==> src/rtl/seg7_scan_decoder.sv <==
// seg7_scan_decoder: samples a multiplexed 7-segment display (active-low
// anodes and segments), decodes each digit and reassembles the 4-digit frame
// into its binary value. Used for display loopback and for reading external
// display units.
// Optional build macro SEG7_SCAN_STATS_EN adds saturating good/bad frame
// counters (good_cnt_o, bad_cnt_o).
module seg7_scan_decoder #(
   parameter int unsigned SETTLE_CYC  = 4,
   parameter int unsigned TIMEOUT_CYC = 65535
) (
   input  logic        clk,
   input  logic        rst_n,
   input  logic [3:0]  an_i,
   input  logic [6:0]  seg_i,
   output logic [13:0] value_o,
   output logic        value_valid_o,
   output logic        error_disp_o,
   output logic        frame_err_o,
   output logic        stale_o,
`ifdef SEG7_SCAN_STATS_EN
   output logic [7:0]  good_cnt_o,
   output logic [7:0]  bad_cnt_o,
`endif
   output logic [15:0] digits_o
);

   localparam logic [3:0]  SETTLE_L = 4'(SETTLE_CYC);
   localparam logic [15:0] TO_L     = 16'(TIMEOUT_CYC);
   localparam logic [15:0] TO_M1    = 16'(TIMEOUT_CYC - 1);

   logic [10:0] sync1, sync2, prev_q;
   logic [3:0]  an_s;
   logic [6:0]  seg_s;
   logic [3:0]  settle_q, settle_next;
   logic        captured_q;
   logic [15:0] to_q;
   logic [15:0] codes_q, codes_next;
   logic [3:0]  mask_q, mask_next, capbit;
   logic [3:0]  code_dec;
   logic [1:0]  sel;
   logic        onehot, an_chg, smp_chg, capture, timeout_hit, complete;
   logic        all_dash, all_num;
   logic [13:0] d0, d1, d2, d3, sum;

   // Active-high pattern {g..a} to digit code; 0xA dash, 0xB blank, 0xF invalid.
   function automatic logic [3:0] decode(input logic [6:0] hi);
      case (hi)
         7'h3F: decode = 4'd0;
         7'h06: decode = 4'd1;
         7'h5B: decode = 4'd2;
         7'h4F: decode = 4'd3;
         7'h66: decode = 4'd4;
         7'h6D: decode = 4'd5;
         7'h7D: decode = 4'd6;
         7'h07: decode = 4'd7;
         7'h27: decode = 4'd7;
         7'h7F: decode = 4'd8;
         7'h6F: decode = 4'd9;
         7'h40: decode = 4'hA;
         7'h00: decode = 4'hB;
         default: decode = 4'hF;
      endcase
   endfunction

   function automatic logic is_num(input logic [3:0] c);
      is_num = (c <= 4'd9) || (c == 4'hB);
   endfunction

   // Blank digits contribute zero (leading-zero blanking).
   function automatic logic [13:0] dig_val(input logic [3:0] c);
      dig_val = (c == 4'hB) ? 14'd0 : {10'd0, c};
   endfunction

   assign an_s  = sync2[10:7];
   assign seg_s = sync2[6:0];

   // Two-flop synchronizer; idles at all-ones (display off).
   always_ff @(posedge clk or negedge rst_n) begin
      if (!rst_n) begin
         sync1 <= '1;
         sync2 <= '1;
      end else begin
         sync1 <= {an_i, seg_i};
         sync2 <= sync1;
      end
   end

   // Qualification, capture, frame assembly and frame classification.
   always_comb begin
      onehot = 1'b0;
      sel    = 2'd0;
      case (an_s)
         4'b1110: begin onehot = 1'b1; sel = 2'd0; end
         4'b1101: begin onehot = 1'b1; sel = 2'd1; end
         4'b1011: begin onehot = 1'b1; sel = 2'd2; end
         4'b0111: begin onehot = 1'b1; sel = 2'd3; end
         default: begin onehot = 1'b0; sel = 2'd0; end
      endcase
      an_chg  = (an_s != prev_q[10:7]);
      smp_chg = (sync2 != prev_q);
      // settle_next counts consecutive cycles of an unchanged sample, this one included
      if (!onehot)
         settle_next = 4'd0;
      else if (smp_chg)
         settle_next = 4'd1;
      else if (settle_q < SETTLE_L)
         settle_next = settle_q + 4'd1;
      else
         settle_next = settle_q;
      capture     = onehot && (settle_next == SETTLE_L) && (!captured_q || an_chg);
      timeout_hit = !an_chg && (to_q == TO_M1);
      code_dec    = decode(~seg_s);
      codes_next  = codes_q;
      if (capture)
         codes_next[{sel, 2'b00} +: 4] = code_dec;
      capbit    = capture ? ~an_s : 4'd0;
      mask_next = (timeout_hit ? 4'd0 : mask_q) | capbit;
      complete  = (mask_next == 4'hF);
      all_dash  = (codes_next == 16'hAAAA);
      all_num   = is_num(codes_next[3:0])  && is_num(codes_next[7:4]) &&
                  is_num(codes_next[11:8]) && is_num(codes_next[15:12]);
      d0  = dig_val(codes_next[3:0]);
      d1  = dig_val(codes_next[7:4]);
      d2  = dig_val(codes_next[11:8]);
      d3  = dig_val(codes_next[15:12]);
      sum = ((d3 << 10) - (d3 << 4) - (d3 << 3)) +
            ((d2 << 6) + (d2 << 5) + (d2 << 2)) +
            ((d1 << 3) + (d1 << 1)) + d0;
   end

   // Front end: previous sample, settle counter, one-capture-per-dwell flag, timeout.
   always_ff @(posedge clk or negedge rst_n) begin
      if (!rst_n) begin
         prev_q     <= '1;
         settle_q   <= 4'd0;
         captured_q <= 1'b0;
         to_q       <= 16'd0;
      end else begin
         prev_q   <= sync2;
         settle_q <= timeout_hit ? 4'd0 : settle_next;
         if (capture)
            captured_q <= 1'b1;
         else if (an_chg)
            captured_q <= 1'b0;
         if (an_chg)
            to_q <= 16'd0;
         else if (to_q != TO_L)
            to_q <= to_q + 16'd1;
      end
   end

   // Captured digit codes and capture mask; mask clears when the frame completes.
   always_ff @(posedge clk or negedge rst_n) begin
      if (!rst_n) begin
         codes_q <= 16'd0;
         mask_q  <= 4'd0;
      end else begin
         codes_q <= codes_next;
         mask_q  <= complete ? 4'd0 : mask_next;
      end
   end

   // Registered results; pulses are high for one cycle after frame completion.
   always_ff @(posedge clk or negedge rst_n) begin
      if (!rst_n) begin
         value_o       <= 14'd0;
         digits_o      <= 16'd0;
         value_valid_o <= 1'b0;
         frame_err_o   <= 1'b0;
         error_disp_o  <= 1'b0;
         stale_o       <= 1'b0;
      end else begin
         value_valid_o <= complete && all_num;
         frame_err_o   <= complete && !all_num && !all_dash;
         if (complete) begin
            digits_o <= codes_next;
            if (all_dash) begin
               error_disp_o <= 1'b1;
            end else if (all_num) begin
               value_o      <= sum;
               error_disp_o <= 1'b0;
            end
         end
         if (timeout_hit)
            stale_o <= 1'b1;
         else if (capture)
            stale_o <= 1'b0;
      end
   end

`ifdef SEG7_SCAN_STATS_EN
   // Saturating frame statistics.
   always_ff @(posedge clk or negedge rst_n) begin
      if (!rst_n) begin
         good_cnt_o <= 8'd0;
         bad_cnt_o  <= 8'd0;
      end else begin
         if (value_valid_o && good_cnt_o != 8'hFF)
            good_cnt_o <= good_cnt_o + 8'd1;
         if (frame_err_o && bad_cnt_o != 8'hFF)
            bad_cnt_o <= bad_cnt_o + 8'd1;
      end
   end
`endif

endmodule

==> config.mk <==
export PLATFORM = sky130hd
export DESIGN_NAME = seg7_scan_decoder
export DESIGN_NICKNAME = d
export VERILOG_FILES = /design/src/rtl/seg7_scan_decoder.sv
export SDC_FILE = /design/constraint.sdc
export NUM_CORES = 1
export LEC_CHECK = 0
export ABC_AREA = 1
export CORE_MARGIN = 3
export CORE_UTILIZATION = 52
export CTS_CLUSTER_SIZE = 24
export DETAILED_ROUTE_END_ITERATION = 7
export GPL_TIMING_DRIVEN = 1
export HOLD_SLACK_MARGIN = 0.02
export PLACE_DENSITY = 0.72
export SKIP_LAST_GASP = 1
export SLEW_MARGIN = 20
export SYNTH_ARGS = -nofsm -noshare
export SYNTH_HDL_FRONTEND = slang
export SYNTH_SLANG_ARGS = --single-unit
export TNS_END_PERCENT = 50
==> constraint.sdc <==
create_clock -name clk -period 8.1 [get_ports clk]
set_clock_uncertainty 0.2 [all_clocks]
set_input_delay 1.62 -clock clk [delete_from_list [all_inputs] [get_ports clk]]
set_output_delay 1.62 -clock clk [all_outputs]
set_load 0.01 [all_outputs]
Word level (Yosys, flattened, before mapping)
Cells that the tools add are included.
{ "op_classes": {"add_sub_neg": 11, "multipliers": 0, "div_mod_pow": 0, "n_lt_le_gt_ge": 5, "n_eq_ne": 27, "shift": 2, "n_mux": 24, "bitwise": 4, "n_reduce_logical": 27} }
{ "op_table": {"columns": ["operator", "count"], "rows": [
  ["equality test 7 bit, second input constant", 8],
  ["two-way mux 16 bit", 3],
  ["case mux 4 bit (12 select lines)", 1],
  ["two-way mux 4 bit", 11],
  ["equality test 16 bit, second input constant", 2],
  ["equality test 4 bit, second input constant", 8],
  ["adder 16 x 1 -> 16 bit, second input constant", 1],
  ["bitwise mux 16 bit", 1],
  ["<= comparator 4 bit, second input constant", 4],
  ["!= test 16 bit, second input constant", 1],
  ["variable shift 4 x 6 -> 16 bit, first input constant", 1],
  ["indexed part select 4 x 6 -> 16 bit", 1],
  ["adder 14 x 12 -> 14 bit", 1],
  ["adder 14 x 4 -> 14 bit", 1],
  ["adder 14 x 8 -> 14 bit", 1],
  ["equality test 7 x 3 -> 1 bit, second input constant", 2],
  ["equality test 7 x 6 -> 1 bit, second input constant", 2],
  ["subtractor 14 x 7 -> 14 bit", 1],
  ["subtractor 14 x 8 -> 14 bit", 1],
  ["adder 11 x 6 -> 12 bit", 1],
  ["adder 10 x 9 -> 11 bit", 1],
  ["!= test 11 bit", 1],
  ["logical AND 1 bit", 9],
  ["adder 7 x 5 -> 8 bit", 1],
  ["19 further kinds", 36]
]} }
{ "totals": {"reg_bits": 108, "latch_bits": 0, "mem_bits_rw": 0, "romBits": 0, "input_bits": 13, "elab_cells": 114, "memories": 0} }

Depth between registers and ports, before layout
{ "logic_depth": {"depth_word": 16, "mapped_depth": 38, "ltp_nobuf": 37} }

Worst setup path after synthesis
OpenSTA, ideal clock, no wires.
{ "synth_path": {"path_type": "flip-flop to flip-flop", "start": "reg sync2[10]", "end": "reg value_o[13]", "t_arrival_ns": 5.810, "required_time_ns": 7.835, "setup_slack_ns": 2.025, "path_stages_with_launch": 34, "synth_period_minus_slack_ns": 6.075, "path_cell_list": "dfstp_2 > nand2_1 > inv_1 > a31oi_1 > inv_1 > ha_1 > nand4_4 > nor2_2 > inv_2 > o21ai_0 > ha_1 > inv_1 > nor2_1 > inv_2 > nand2_1 > inv_1 > fa_1 > inv_1 > fa_1 > inv_1 > fa_1 > inv_1 > ha_1 > nand3_1 > nand3_1 > a21o_1 > a21oi_1 > o21ai_0 > a21oi_1 > nor2_1 > nor2_1 > xor2_1 > nand4_1 > nand2_2"} }
{ "synth_between": {"elab_chain_cells": 15, "word_cells_on_any_way": 57} }
{ "synth_rtl": {"columns": ["item", "line_no", "rtl"], "rows": [
  ["from (decl)", "31", "logic [10:0] sync1, sync2, prev_q;"],
  ["from (signal assigned)", "84", "sync2 <= sync1;"],
  ["parallel branches: the longest is 7 deep, another holds negator 4 -> 6 bit", null, null],
  ["two-way mux 16 bit *", "114", "if (capture)"],
  ["named net codes_next[12]", "37", "logic [15:0] codes_q, codes_next;"],
  ["equality test 4 bit", "66, 71", null],
  ["two-way mux 4 bit", "71", "dig_val = (c == 4'hB) ? 14'd0 : {10'd0, c};"],
  ["subtractor 14 x 8 -> 14 bit", "126", "sum = ((d3 << 10) - (d3 << 4) - (d3 << 3)) +"],
  ["subtractor 14 x 7 -> 14 bit", "126", null],
  ["adder 14 x 12 -> 14 bit", "126", null],
  ["adder 14 x 8 -> 14 bit", "127", "((d2 << 6) + (d2 << 5) + (d2 << 2)) +"],
  ["adder 14 x 4 -> 14 bit", "128", "((d1 << 3) + (d1 << 1)) + d0;"],
  ["to (signal assigned)", "180", "value_o <= sum;"],
  ["to (decl)", "15", "output logic [13:0] value_o,"]
]} }
Mark *: on every way through the listed nets, which the timed path passes.
A chain may end at the register's enable or synchronous reset.

Final worst setup path
{ "layout_path": {"start": "reg sync2[10]", "end": "reg value_o[12]"} }
Same word-level chain as after synthesis.

==> reports/results.tsv <==
metric	value	unit
cp_slowest_cell	dfstp_2	
grt_pass1_vias	4973	
core-area	12160	um2
dpl.hpwl	10020	um
grt_max_degree	61	
p_switching	0.2502	mW
n_antenna_cell	0	
fmax	0.1469	GHz
dpl_cell_area	7138	um2
die_area	13980	um2
setup_viol	0	
max_stage_delay	580	ps
fill_cells	1033	
critPathMaxFanout	8	
die_h	118.3	um
synth_edf_count	0	
yosys-top-cells-area	dfrtp_1 29%, dfstp_2 13%, nand2_1 10%	
wl	13300	um
htree_levels	3	
antenna_found_initial	0	
drtPass1Iterations	5	
pre_cts_slack	1390	ps
rsz0062_at_grt	no	
yosysUniqueCellTypes	46	
async_flop_share	1.000	
clock_latency	360	ps
avgViaCountPerCell	5.021	
powerDensity	143.8	nW/um2
layout_setup_ws	1292	ps
finalCoreUtilization	0.6120	
final_common_cell	nand2_1	
hp-class	flip-flop to flip-flop	
synth_top_area_frac	0.2864	
netlist_area	6553	um2
cp_data_arrival_time	6900	ps
ys_seq_area_frac	0.4188	
p_clk_frac	0.419	
io_buffers	46	
required	8200	ps
vias	4906	
p_leak	3.639	nW
p_comb_frac	0.055	
numCtsBuffers	9	
synthCells	756	
vdd_drop_max	0.1547	mV
layout_common_cells	182 x nand2_1, 115 x inv_1, 75 x dfrtp_1, 72 x nor2_1, 45 x clkdlybuf4s50_1	
clockRootBuffer	clkbuf_16	
ant_nets	0	
synth_warnings	0	
overflow	0	
synth_fp_nets	825	
ys_seq_elements	108	
synth_top_cell_by_area	dfrtp_1	
rows	40	
p_sw_frac	0.2338	
worst_pin_slew	1099	ps
finalHoldViolations	0	
cts_resized	0	
initial_utilization	0.5388	
drv_slew	0	
wl_per_cell	13.61	um
startpoint_type	flip-flop	
internal_power	0.8200	mW
final.setup.tns	0	ps
remaining_drc_errors	0	
drv_cap	0	
post-route-min-period	6808	ps
status	finished, final reports clean	
die_w	118.3	um
final_area	7443	um2
layout-drive-gt1-share	0.1520	
critPathKind	flip-flop to flip-flop	
clockBufferDepth	2	
grtUsageTotal	0.2046	
final_nets	873	
area_growth	13.60	%
cp-end-kind	flip-flop	
synthFlopType	dfrtp_1	
post_synth.cell_area_avg	8.667	um2
drt-initial-drc-count	287	
globalplace.congestion	0.9224	
clock-sinks	108	
clk_pin_slew	70	ps
post_cts_buffers	0	
seqPwrFrac	0.526	
cts_tree	done	
io_pins	47	
grt_pass1_wl	23470	um
postCtsHoldBufs	0	
relSlewSlack	0.2652	
period_share	0.8405	
==> logic make-up after synthesis <==
| group | share of synthesized area |
|---|---|
| buffers and inverters | 0.08707 |
| XOR/XNOR | 0.02272 |
| flip-flops | 0.4188 |
| AO/OA/AOI/OAI | 0.06874 |
| adder cells (fa/ha/maj) | 0.1230 |
| AND/OR/NAND/NOR | 0.2797 |
==> registers in the layout, indices dropped and copies added, names as in the netlist, 4 cells and up <==
register  flops
value_o      14
mask_q        4
settle_q      4
to_q         16
sync2        11
sync1        11
prev_q       11
digits_o     16
codes_q      16
==> through the flow <==
step	instances	power (mW)	hold slack [ps]
floorplan	756	0.6058	145.2
finish	977	1.070	156.5
global route	977	1.113	161.6
CTS	977	1.085	156.4
detailed placement	961	0.6327	146.8
global placement	961	0.6309	145.2
==> critical path, delay by kind of cell, from the launching register on <==
family,cells,cell delay [ps]
AO/OA/AOI/OAI,6,1450
buffers and inverters,9,730
adder cells (fa/ha/maj),6,2360
flip-flops,1,580
AND/OR/NAND/NOR,12,1240
XOR/XNOR,1,160
==> path summary, 6_finish.rpt <==
path	start	depth (start not counted)	to	slack, ps
max	sync2[10]$_DFF_PN1_	34	value_o[12]$_DFFE_PN0P_	1290
min	sync1[3]$_DFF_PN1_	0	sync2[3]$_DFF_PN1_	160
max reg2reg	sync2[10]$_DFF_PN1_	34	value_o[12]$_DFFE_PN0P_	1290
min reg2reg	sync1[3]$_DFF_PN1_	0	sync2[3]$_DFF_PN1_	160
max in group asynchronous	rst_n	2	value_o[10]$_DFFE_PN0P_	5460
min in group asynchronous	rst_n	1	to_q[9]$_DFFE_PN0P_	1060
==> power by group through the flow <==
| stage | combinational, mW | clock, mW | sequential [mW] |
|---|---|---|---|
| global placement | 0.0585 | 0 | 0.572 |
| floorplan | 0.0356 | 0 | 0.570 |
| detailed placement | 0.0598 | 0 | 0.573 |
| CTS | 0.0601 | 0.462 | 0.563 |
| global route | 0.0683 | 0.480 | 0.565 |
| finish | 0.0592 | 0.448 | 0.563 |
==> synth_stat cells (5+ instances only) <==
master,n
a21oi_1,19
dfrtp_1,75
dfstp_2,33
fa_1,14
ha_1,42
inv_1,115
inv_2,12
nand2_1,182
nand2_2,13
nand2_4,12
nand3_1,25
nand3_2,5
nand4_1,27
nand4_4,5
nor2_1,72
nor2_2,7
o21ai_0,20
o21ai_1,12
o21ai_2,7
xnor2_1,8
xor2_1,9
==> routing by layer <==
layer	up-vias	GRT usage	part of all wire
li1	2478	-	-
met4	0	0.07179	0.018
met2	88	0.3355	0.49
met1	2321	0.2742	0.46
met3	19	0.03589	0.036
met5	-	0	0
==> area by class of cell <==
type | instances | area (um2) | share of cell area
multi-input combinational | 510 | 3238 | 0.4350
sequential | 108 | 2744 | 0.3686
clock buffer | 13 | 281.5 | 0.03782
timing repair buffer | 47 | 465.4 | 0.06253
inverter | 128 | 480.5 | 0.06455
tap | 168 | 210.2 | 0.02824
clock inverter | 3 | 23.77 | 0.003194
Power figures use the tool's default switching activity.
